### src/rtl/pipe_ctrl_pkg.sv
`default_nettype none
// ============================================================================
//  Module      : pipe_ctrl_pkg
//  Description : Shared types and constants for the pipeline hazard control
//                slice (MD FSM encoding, register-zero index, NOP word).
//  Revision    : 1.0 - initial release
// ============================================================================
package pipe_ctrl_pkg;

    // Multiply/divide occupancy FSM
    typedef enum logic {
        RUN    = 1'b0,
        MDWAIT = 1'b1
    } md_state_e;

    // Architectural zero register: never a real producer
    localparam logic [4:0] REG_ZERO = 5'd0;

    // Control word injected by the bubble/flush muxes (all-zero = no side effects)
    localparam logic [31:0] NOP_CTRL = 32'h0000_0000;

    // True when the consumer actually reads a register that matches the producer
    function automatic logic src_hit(input logic [4:0] src, input logic src_used,
                                     input logic [4:0] dst);
        return src_used && (src == dst);
    endfunction

endpackage
`default_nettype wire

### src/rtl/md_cycle_counter.sv
`default_nettype none
// ============================================================================
//  Module      : md_cycle_counter
//  Description : Loadable 8-bit down-counter that times multiply/divide
//                occupancy of EX. Stops at zero; zero flag is combinational.
//  Revision    : 1.0 - initial release
// ============================================================================
module md_cycle_counter
    import pipe_ctrl_pkg::*;
(
    input  logic       Clk,
    input  logic       Clrn,
    input  logic       load,
    input  logic [7:0] load_val,
    input  logic       dec,
    output logic       zero
);

    logic [7:0] cnt_q;
    logic [7:0] cnt_d;

    // Next count: load wins over decrement; never wraps below zero
    always_comb begin
        cnt_d = cnt_q;
        if (load) begin
            cnt_d = load_val;
        end else if (dec && (cnt_q != 8'd0)) begin
            cnt_d = cnt_q - 8'd1;
        end
    end

    // Count register with asynchronous clear
    always_ff @(posedge Clk or negedge Clrn) begin
        if (!Clrn) begin
            cnt_q <= 8'd0;
        end else begin
            cnt_q <= cnt_d;
        end
    end

    assign zero = (cnt_q == 8'd0);

endmodule
`default_nettype wire

### src/rtl/pipe_hazard_ctrl.sv
`default_nettype none
// ============================================================================
//  Module      : pipe_hazard_ctrl
//  Description : Stall/flush sequencer for the 5-stage pipeline. Resolves
//                multiply/divide occupancy, load-use hazards and taken-branch
//                flushes (in that priority) and counts stall cycles.
//  Revision    : 1.0 - initial release
// ============================================================================
module pipe_hazard_ctrl
    import pipe_ctrl_pkg::*;
#(
    parameter int MD_CYCLES = 32,
    parameter int PERF_W    = 16
) (
    input  logic              Clk,
    input  logic              Clrn,
    input  logic [4:0]        id_rs,
    input  logic [4:0]        id_rt,
    input  logic              id_use_rs,
    input  logic              id_use_rt,
    input  logic [4:0]        ex_rn,
    input  logic              ex_wreg,
    input  logic              ex_m2reg,
    input  logic              branch_taken,
    input  logic              md_start,
    input  logic              perf_clr,
    output logic              pc_en,
    output logic              ifid_en,
    output logic              ifid_flush,
    output logic              idex_en,
    output logic              idex_bubble,
    output logic              exmem_bubble,
    output logic              md_busy,
    output logic              md_done,
    output logic [PERF_W-1:0] stall_cycles
);

    // The first stall cycle happens in RUN, so the counter covers the rest
    localparam logic [7:0]        MD_LOAD  = 8'(MD_CYCLES - 1);
    localparam logic [PERF_W-1:0] PERF_MAX = '1;

    md_state_e         state_q;
    md_state_e         state_d;
    logic              cnt_zero;
    logic              cnt_load;
    logic              cnt_dec;
    logic              lu;
    logic              md_stall;
    logic [PERF_W-1:0] perf_q;
    logic [PERF_W-1:0] perf_d;

    assign lu = ex_wreg && ex_m2reg && (ex_rn != REG_ZERO) &&
                (src_hit(id_rs, id_use_rs, ex_rn) || src_hit(id_rt, id_use_rt, ex_rn));

    assign md_stall = ((state_q == RUN) && md_start) ||
                      ((state_q == MDWAIT) && !cnt_zero);

    assign cnt_load = (state_q == RUN) && md_start;
    assign cnt_dec  = (state_q == MDWAIT) && !cnt_zero;

    md_cycle_counter u_md_cnt (
        .Clk      (Clk),
        .Clrn     (Clrn),
        .load     (cnt_load),
        .load_val (MD_LOAD),
        .dec      (cnt_dec),
        .zero     (cnt_zero)
    );

    // MD FSM next state; md_start is ignored while in MDWAIT (same op still asserts it)
    always_comb begin
        state_d = state_q;
        case (state_q)
            RUN:     if (md_start) state_d = MDWAIT;
            MDWAIT:  if (cnt_zero) state_d = RUN;
            default: state_d = RUN;
        endcase
    end

    // MD FSM state register
    always_ff @(posedge Clk or negedge Clrn) begin
        if (!Clrn) begin
            state_q <= RUN;
        end else begin
            state_q <= state_d;
        end
    end

    // Pipeline-register control decode; everything idles low while in reset
    always_comb begin
        pc_en        = 1'b0;
        ifid_en      = 1'b0;
        ifid_flush   = 1'b0;
        idex_en      = 1'b0;
        idex_bubble  = 1'b0;
        exmem_bubble = 1'b0;
        md_busy      = 1'b0;
        md_done      = 1'b0;
        if (Clrn) begin
            md_busy = (state_q == MDWAIT);
            md_done = (state_q == MDWAIT) && cnt_zero;
            if (md_stall) begin
                exmem_bubble = 1'b1;
            end else if (lu) begin
                idex_en     = 1'b1;
                idex_bubble = 1'b1;
            end else if (branch_taken) begin
                pc_en      = 1'b1;
                ifid_en    = 1'b1;
                idex_en    = 1'b1;
                ifid_flush = 1'b1;
            end else begin
                pc_en   = 1'b1;
                ifid_en = 1'b1;
                idex_en = 1'b1;
            end
        end
    end

    // Stall counter next value: clear beats increment, saturates at all-ones
    always_comb begin
        perf_d = perf_q;
        if (perf_clr) begin
            perf_d = '0;
        end else if (!pc_en && (perf_q != PERF_MAX)) begin
            perf_d = perf_q + 1'b1;
        end
    end

    // Stall counter register
    always_ff @(posedge Clk or negedge Clrn) begin
        if (!Clrn) begin
            perf_q <= '0;
        end else begin
            perf_q <= perf_d;
        end
    end

    assign stall_cycles = perf_q;

endmodule
`default_nettype wire

### config.mk
export PLATFORM = sky130hd
export DESIGN_NAME = pipe_hazard_ctrl
export DESIGN_NICKNAME = d
export VERILOG_FILES = /design/src/rtl/pipe_ctrl_pkg.sv /design/src/rtl/md_cycle_counter.sv /design/src/rtl/pipe_hazard_ctrl.sv
export SDC_FILE = /design/constraint.sdc
export NUM_CORES = 1
export LEC_CHECK = 0
export CAP_MARGIN = 15
export CORE_UTILIZATION = 50
export CTS_CLUSTER_SIZE = 12
export DETAILED_ROUTE_END_ITERATION = 10
export DONT_BUFFER_PORTS = 1
export PLACE_DENSITY = 0.65
export SETUP_SLACK_MARGIN = 0.2
export SLEW_MARGIN = 30
export SYNTH_ARGS = -nofsm -noshare
export SYNTH_HDL_FRONTEND = slang
export SYNTH_SLANG_ARGS = --single-unit
### constraint.sdc
create_clock -name Clk -period 6.4 [get_ports Clk]
set_input_delay 0.96 -clock Clk [delete_from_list [all_inputs] [get_ports Clk]]
set_output_delay 0.96 -clock Clk [all_outputs]
set_load 0.02 [all_outputs]
## Yosys cells after proc, flatten, opt, wreduce, memory -nomap -nowiden

Cells that the tools add are included.

| word-level totals | value |
|---|---|
| register bits | 25 |
| input bits | 24 |
| output and inout bits | 24 |
| word-level logic and storage cells | 51 |

| cells by class | value |
|---|---|
| add/sub/neg operators | 2 |
| equality and inequality tests | 3 |
| multiplexer cells | 23 |
| bitwise operators | 1 |
| reductions and logical operators | 19 |

Operator list:

| cell | number |
|---|---|
| 16-bit two-way mux | 2 |
| 1-bit two-way mux | 18 |
| 16-bit by 1-bit adder with 16-bit output, second input constant | 1 |
| 8-bit two-way mux | 2 |
| 16-bit inequality test, second input constant | 1 |
| 5-bit == test | 2 |
| 1-bit logical AND | 10 |
| 8-bit zero test | 1 |
| 8-bit nonzero test | 1 |
| 8-bit by 1-bit subtractor with 8-bit output, second input constant | 1 |
| 5-bit nonzero test | 1 |
| 2-bit nonzero test | 2 |
| 1-bit zero test | 2 |
| 1-bit logical OR | 2 |
| 1-bit one-hot mux with 2 select lines | 1 |
| 1-bit NOT | 1 |

## Longest topological paths before layout

| depth | value |
|---|---|
| word-level depth | 11 |
| gate-level depth with buffers | 10 |
| mapped depth without buffers | 8 |

## Modules after synthesis

Synthesis repeated with hierarchy kept, for this count alone.

| second synthesis, totals | value |
|---|---|
| cells, all modules | 200 |
| area total of the unflattened synthesis | 1755.4 um2 |

By module, submodules not included:

| module | times used | cells an instance | area an instance (um2) | seq. area each (um2) |
|---|---|---|---|---|
| pipe_hazard_ctrl | 1 | 132 | 1179.9 | 425.4 |
| md_cycle_counter | 1 | 68 | 575.6 | 200.2 |

## Worst setup path after synthesis

OpenSTA, ideal clock, no wires.

| path | value |
|---|---|
| kind | input port to output port |
| from | input ex_rn[0] |
| to | output ifid_flush |
| arrival | 2.407 ns |
| required time | 5.440 ns |
| setup slack | 3.033 ns |
| cell stages on the path | 6 |
| buffers on the path | 2 |
| cells stage by stage | or3_1 -> o311a_1 -> a21boi_4 -> buf_6 -> buf_12 -> and2_1 |

| between the ends | value |
|---|---|
| word-level cells in the longest chain between the ends | 7 |
| elaborated cells between the ends (all ways) | 11 |
| those cells by class | eq/ne: 2; mux: 3; reduce/logical: 6 |

RTL lines:

| item | RTL line | text |
|---|---|---|
| start, declared | pipe_hazard_ctrl.sv:21 | `input logic [4:0] ex_rn,` |
| 5-bit == test | pipe_ctrl_pkg.sv:25 | `return src_used && (src == dst);` |
| 1-bit logical AND | pipe_ctrl_pkg.sv:25 |  |
| 1-bit logical OR | pipe_hazard_ctrl.sv:53 | `(src_hit(id_rs, id_use_rs, ex_rn) \|\| src_hit(id_rt, id_use_rt, ex_rn));` |
| 1-bit logical AND * | pipe_hazard_ctrl.sv:52 | `assign lu = ex_wreg && ex_m2reg && (ex_rn != REG_ZERO) &&` |
| 1-bit two-way mux * | pipe_hazard_ctrl.sv:104 | `end else if (lu) begin` |
| 1-bit two-way mux * | pipe_hazard_ctrl.sv:102 | `if (md_stall) begin` |
| 1-bit two-way mux * | pipe_hazard_ctrl.sv:99 | `if (Clrn) begin` |
| end, declared | pipe_hazard_ctrl.sv:29 | `output logic ifid_flush,` |

Mark *: on every way between the ends. The rest lies on a longest branch, timed or not.

## Final worst setup path

| path | value |
|---|---|
| from | register u_md_cnt.cnt_q[3] |
| to | output ifid_flush |

| between the ends | value |
|---|---|
| word-level cells in the longest chain between the ends | 6 |

RTL lines:

| item | RTL line | text |
|---|---|---|
| start, declared | md_cycle_counter.sv:19 | `logic [7:0] cnt_q;` |
| start signal, assigned | md_cycle_counter.sv:37 | `cnt_q <= cnt_d;` |
| 8-bit zero test | md_cycle_counter.sv:41 | `assign zero = (cnt_q == 8'd0);` |
| 1-bit zero test | pipe_hazard_ctrl.sv:56 | `((state_q == MDWAIT) && !cnt_zero);` |
| 1-bit logical AND | pipe_hazard_ctrl.sv:56 |  |
| 1-bit logical OR | pipe_hazard_ctrl.sv:55 | `assign md_stall = ((state_q == RUN) && md_start) \|\|` |
| 1-bit two-way mux | pipe_hazard_ctrl.sv:102 |  |
| 1-bit two-way mux | pipe_hazard_ctrl.sv:99 |  |

Every way passes these cells.

==> results.json <==
{
  "cts_buffers": 3,
  "power.density_nw_per_um2": 260,
  "cts_max_level": 1,
  "start_util_pct": 53.3,
  "ys_ff_latch": 25,
  "path_class": "flop to output pin",
  "rsz0062_at_grt": "no",
  "multi_input_area_um2": 968,
  "clk_pin_slew_ns": 0.14,
  "die_h_um": 59.5,
  "relSlewSlack_pct": 36.5,
  "use_met2_pct": 35.6,
  "final_max_slew_viol_count": 0,
  "dpl_cell_area_um2": 1670,
  "dp_slack_ns": 2.65,
  "grtUsageTotal_pct": 20.5,
  "antenna_found_initial": 0,
  "power.leakage_uw": 0.000618,
  "vdd_drop_max_v": 0.000139,
  "ctsRootBufferMaster": "clkbuf_4",
  "fin_nets": 196,
  "wire_per_inst_um": 15.2,
  "cp.arrival_ns": 3.18,
  "port_buffers": 0,
  "vias_per_cell": 6.01,
  "drc": 0,
  "routed_wl_um": 3220,
  "antenna_cells": 0,
  "filler_cell_count": 305,
  "grt_start_max_net_pins": 29,
  "worst_pin_slew_ns": 0.950,
  "cts.sinks": 25,
  "gr-usage-met1_pct": 25.4,
  "io_pins": 48,
  "cts_setup_buffers": 0,
  "via_count": 1274,
  "design.core.area_um2": 3100,
  "hold_violations": 0,
  "finalCritPeriodShare_pct": 64.7,
  "clock_skew_ns": 0.00557,
  "outcome": "finished clean",
  "fin_area_um2": 1700,
  "maxCapViolations": 0,
  "hold_buffers": 0,
  "max_freq_mhz": 242,
  "fin_crit_ns": 4.14,
  "cts_resized": 0,
  "grt_pass1_wl_um": 5480,
  "tritoncts": "yes",
  "whs_ns": 0.317,
  "cp_data_required_time_ns": 5.44,
  "syn_nets": 197,
  "regArea_um2": 626,
  "num_rows": 20,
  "yosys_warnings": 0,
  "syn_inst": 170,
  "overflow": 0,
  "setup_slack_ns": 2.26,
  "drive_gt1_share_pct": 13.1,
  "final.setup.tns_ns": 0,
  "busiest_layer": "met2",
  "die_area_um2": 3540,
  "postLayoutCoreUtil_pct": 54.7,
  "cp_max_fo": 27,
  "ant_nets": 0,
  "clockBufferDepth": 2,
  "hold_class": "input port to async pin",
  "clkLatencyLatePin_ns": 0.31,
  "place_hpwl_um": 2360,
  "area_delta_synth_final_pct": 2.73,
  "drt_first_pass_iters": 4,
  "synth_edf_count": 0,
  "grt_pass1_vias": 1222,
  "drt_iter0_drc": 57,
  "critPathLaunchType": "flop",
  "grt_util_met3_pct": 3.28,
  "synth.distinct_cells": 41,
  "async_reset_ff_share_pct": 100,
  "synth_area_per_cell_um2": 9.72,
  "endpoint_kind": "output pin",
  "yosys_most_used_dff": "dfrtp_1",
  "final-setup-viol-count": 0,
  "netlist_area_um2": 1650,
  "globalplace.congestion": 0.814,
  "die_width_um": 59.5,
  "ys_seq_area_share_pct": 37.9
}
[per-layer routing]
| layer | wire [um] | vias up | part of all wire, % |
|---|---|---|---|
| li1 | - | 618 | - |
| met1 | 1380 | 618 | 43 |
| met2 | 1670 | 36 | 52 |
| met3 | 151 | 2 | 4.7 |
| met4 | 21 | 0 | 0.65 |
| met5 | 0 | - | 0 |
[synthesized netlist by cell type (5+ instances only)]
| cell | count | area (um^2) |
|---|---|---|
| dfrtp_1 | 25 | 626 |
| nor2_1 | 16 | 60.1 |
| xnor2_1 | 13 | 114 |
| nand2_1 | 10 | 37.5 |
| nand3_1 | 9 | 45.0 |
| a21oi_1 | 8 | 40.0 |
| nor2b_1 | 8 | 50.1 |
| or3_1 | 8 | 50.1 |
| or4_1 | 6 | 45.0 |
| mux2_4 | 5 | 75.1 |
| nand2b_1 | 5 | 31.3 |
| nor4_2 | 5 | 62.6 |
[cells by family (layout without fill, tap and decap cells)]
group                      after synthesis  count (layout)  synth area share (%)
xor gates and xnor gates                14              14                  7.42
buffers and inverters                   11               9                  4.32
DFF                                     25              25                  37.9
AOI/OAI and AO/OA                       23              23                  10.1
and+or+nand+nor                         86              86                  31.5
muxes                                    8               8                  6.51
adders and majority gates                3               3                  2.27
[worst paths after layout]
kind / from / endpoint / slack (ns) / cells after the start
max reg2reg: u_md_cnt.cnt_q[3] / stall_cycles[11] / 3.29 / 6
min in group Clk: u_md_cnt.cnt_q[6] / u_md_cnt.cnt_q[6] / 0.57 / 2
max in group asynchronous: Clrn / stall_cycles[1] / 6.01 / 0
min: Clrn / stall_cycles[10] / 0.32 / 0
max: u_md_cnt.cnt_q[3] / ifid_flush / 2.26 / 5
min reg2reg: u_md_cnt.cnt_q[6] / u_md_cnt.cnt_q[6] / 0.57 / 2
[state kept, by name, indices dropped and copies added, names as in the netlist]
name / count
stall_cycles: 16
u_md_cnt.cnt_q: 8
state_q: 1
[cell usage in the layout (no fill, tap or decap), drive strengths merged, types with 2 or more instances in the layout]
master	count
nand2	10
clkbuf	4
or3	8
nand4	4
nor4b	3
o21ai	5
and2	3
o31ai	5
ha	3
nand2b	5
nor2b	8
or4	7
inv	4
nor2	17
dfrtp	25
a21oi	8
xnor2	13
nand3	9
and3	2
nor4	8
mux2	7
[area by class of cell]
| type | instances | share of cell area (%) |
|---|---|---|
| clock buffers | 4 | 1.55 |
| inverters | 4 | 0.884 |
| multi-input cells | 134 | 57.0 |
| flip-flops and latches | 25 | 36.8 |
| well taps | 44 | 3.24 |
| repair buffers | 1 | 0.442 |
[where the power goes]
group / total [uW] / internal [uW] / switching, uW
clock network: 70.2 / 24.3 / 45.9
registers: 228 / 189 / 39.4
logic: 142 / 59.9 / 82.5
total: 441 / 273 / 168
[stage by stage]
step	power [uW]	instances
2_1_floorplan	353	170
3_3_place_gp	364	208
3_5_place_dp	373	208
4_1_cts	444	212
5_1_grt	475	212
6_report	441	212
[critical path, cell delays in order (launching register included)]
cell and delay [ns]:
dfrtp_1 0.46, or4_4 0.59, o31ai_4 0.38, and3_4 0.30, a21boi_4 0.77, and2_1 0.35
No activity file was read; power rests on OpenSTA's default activity.
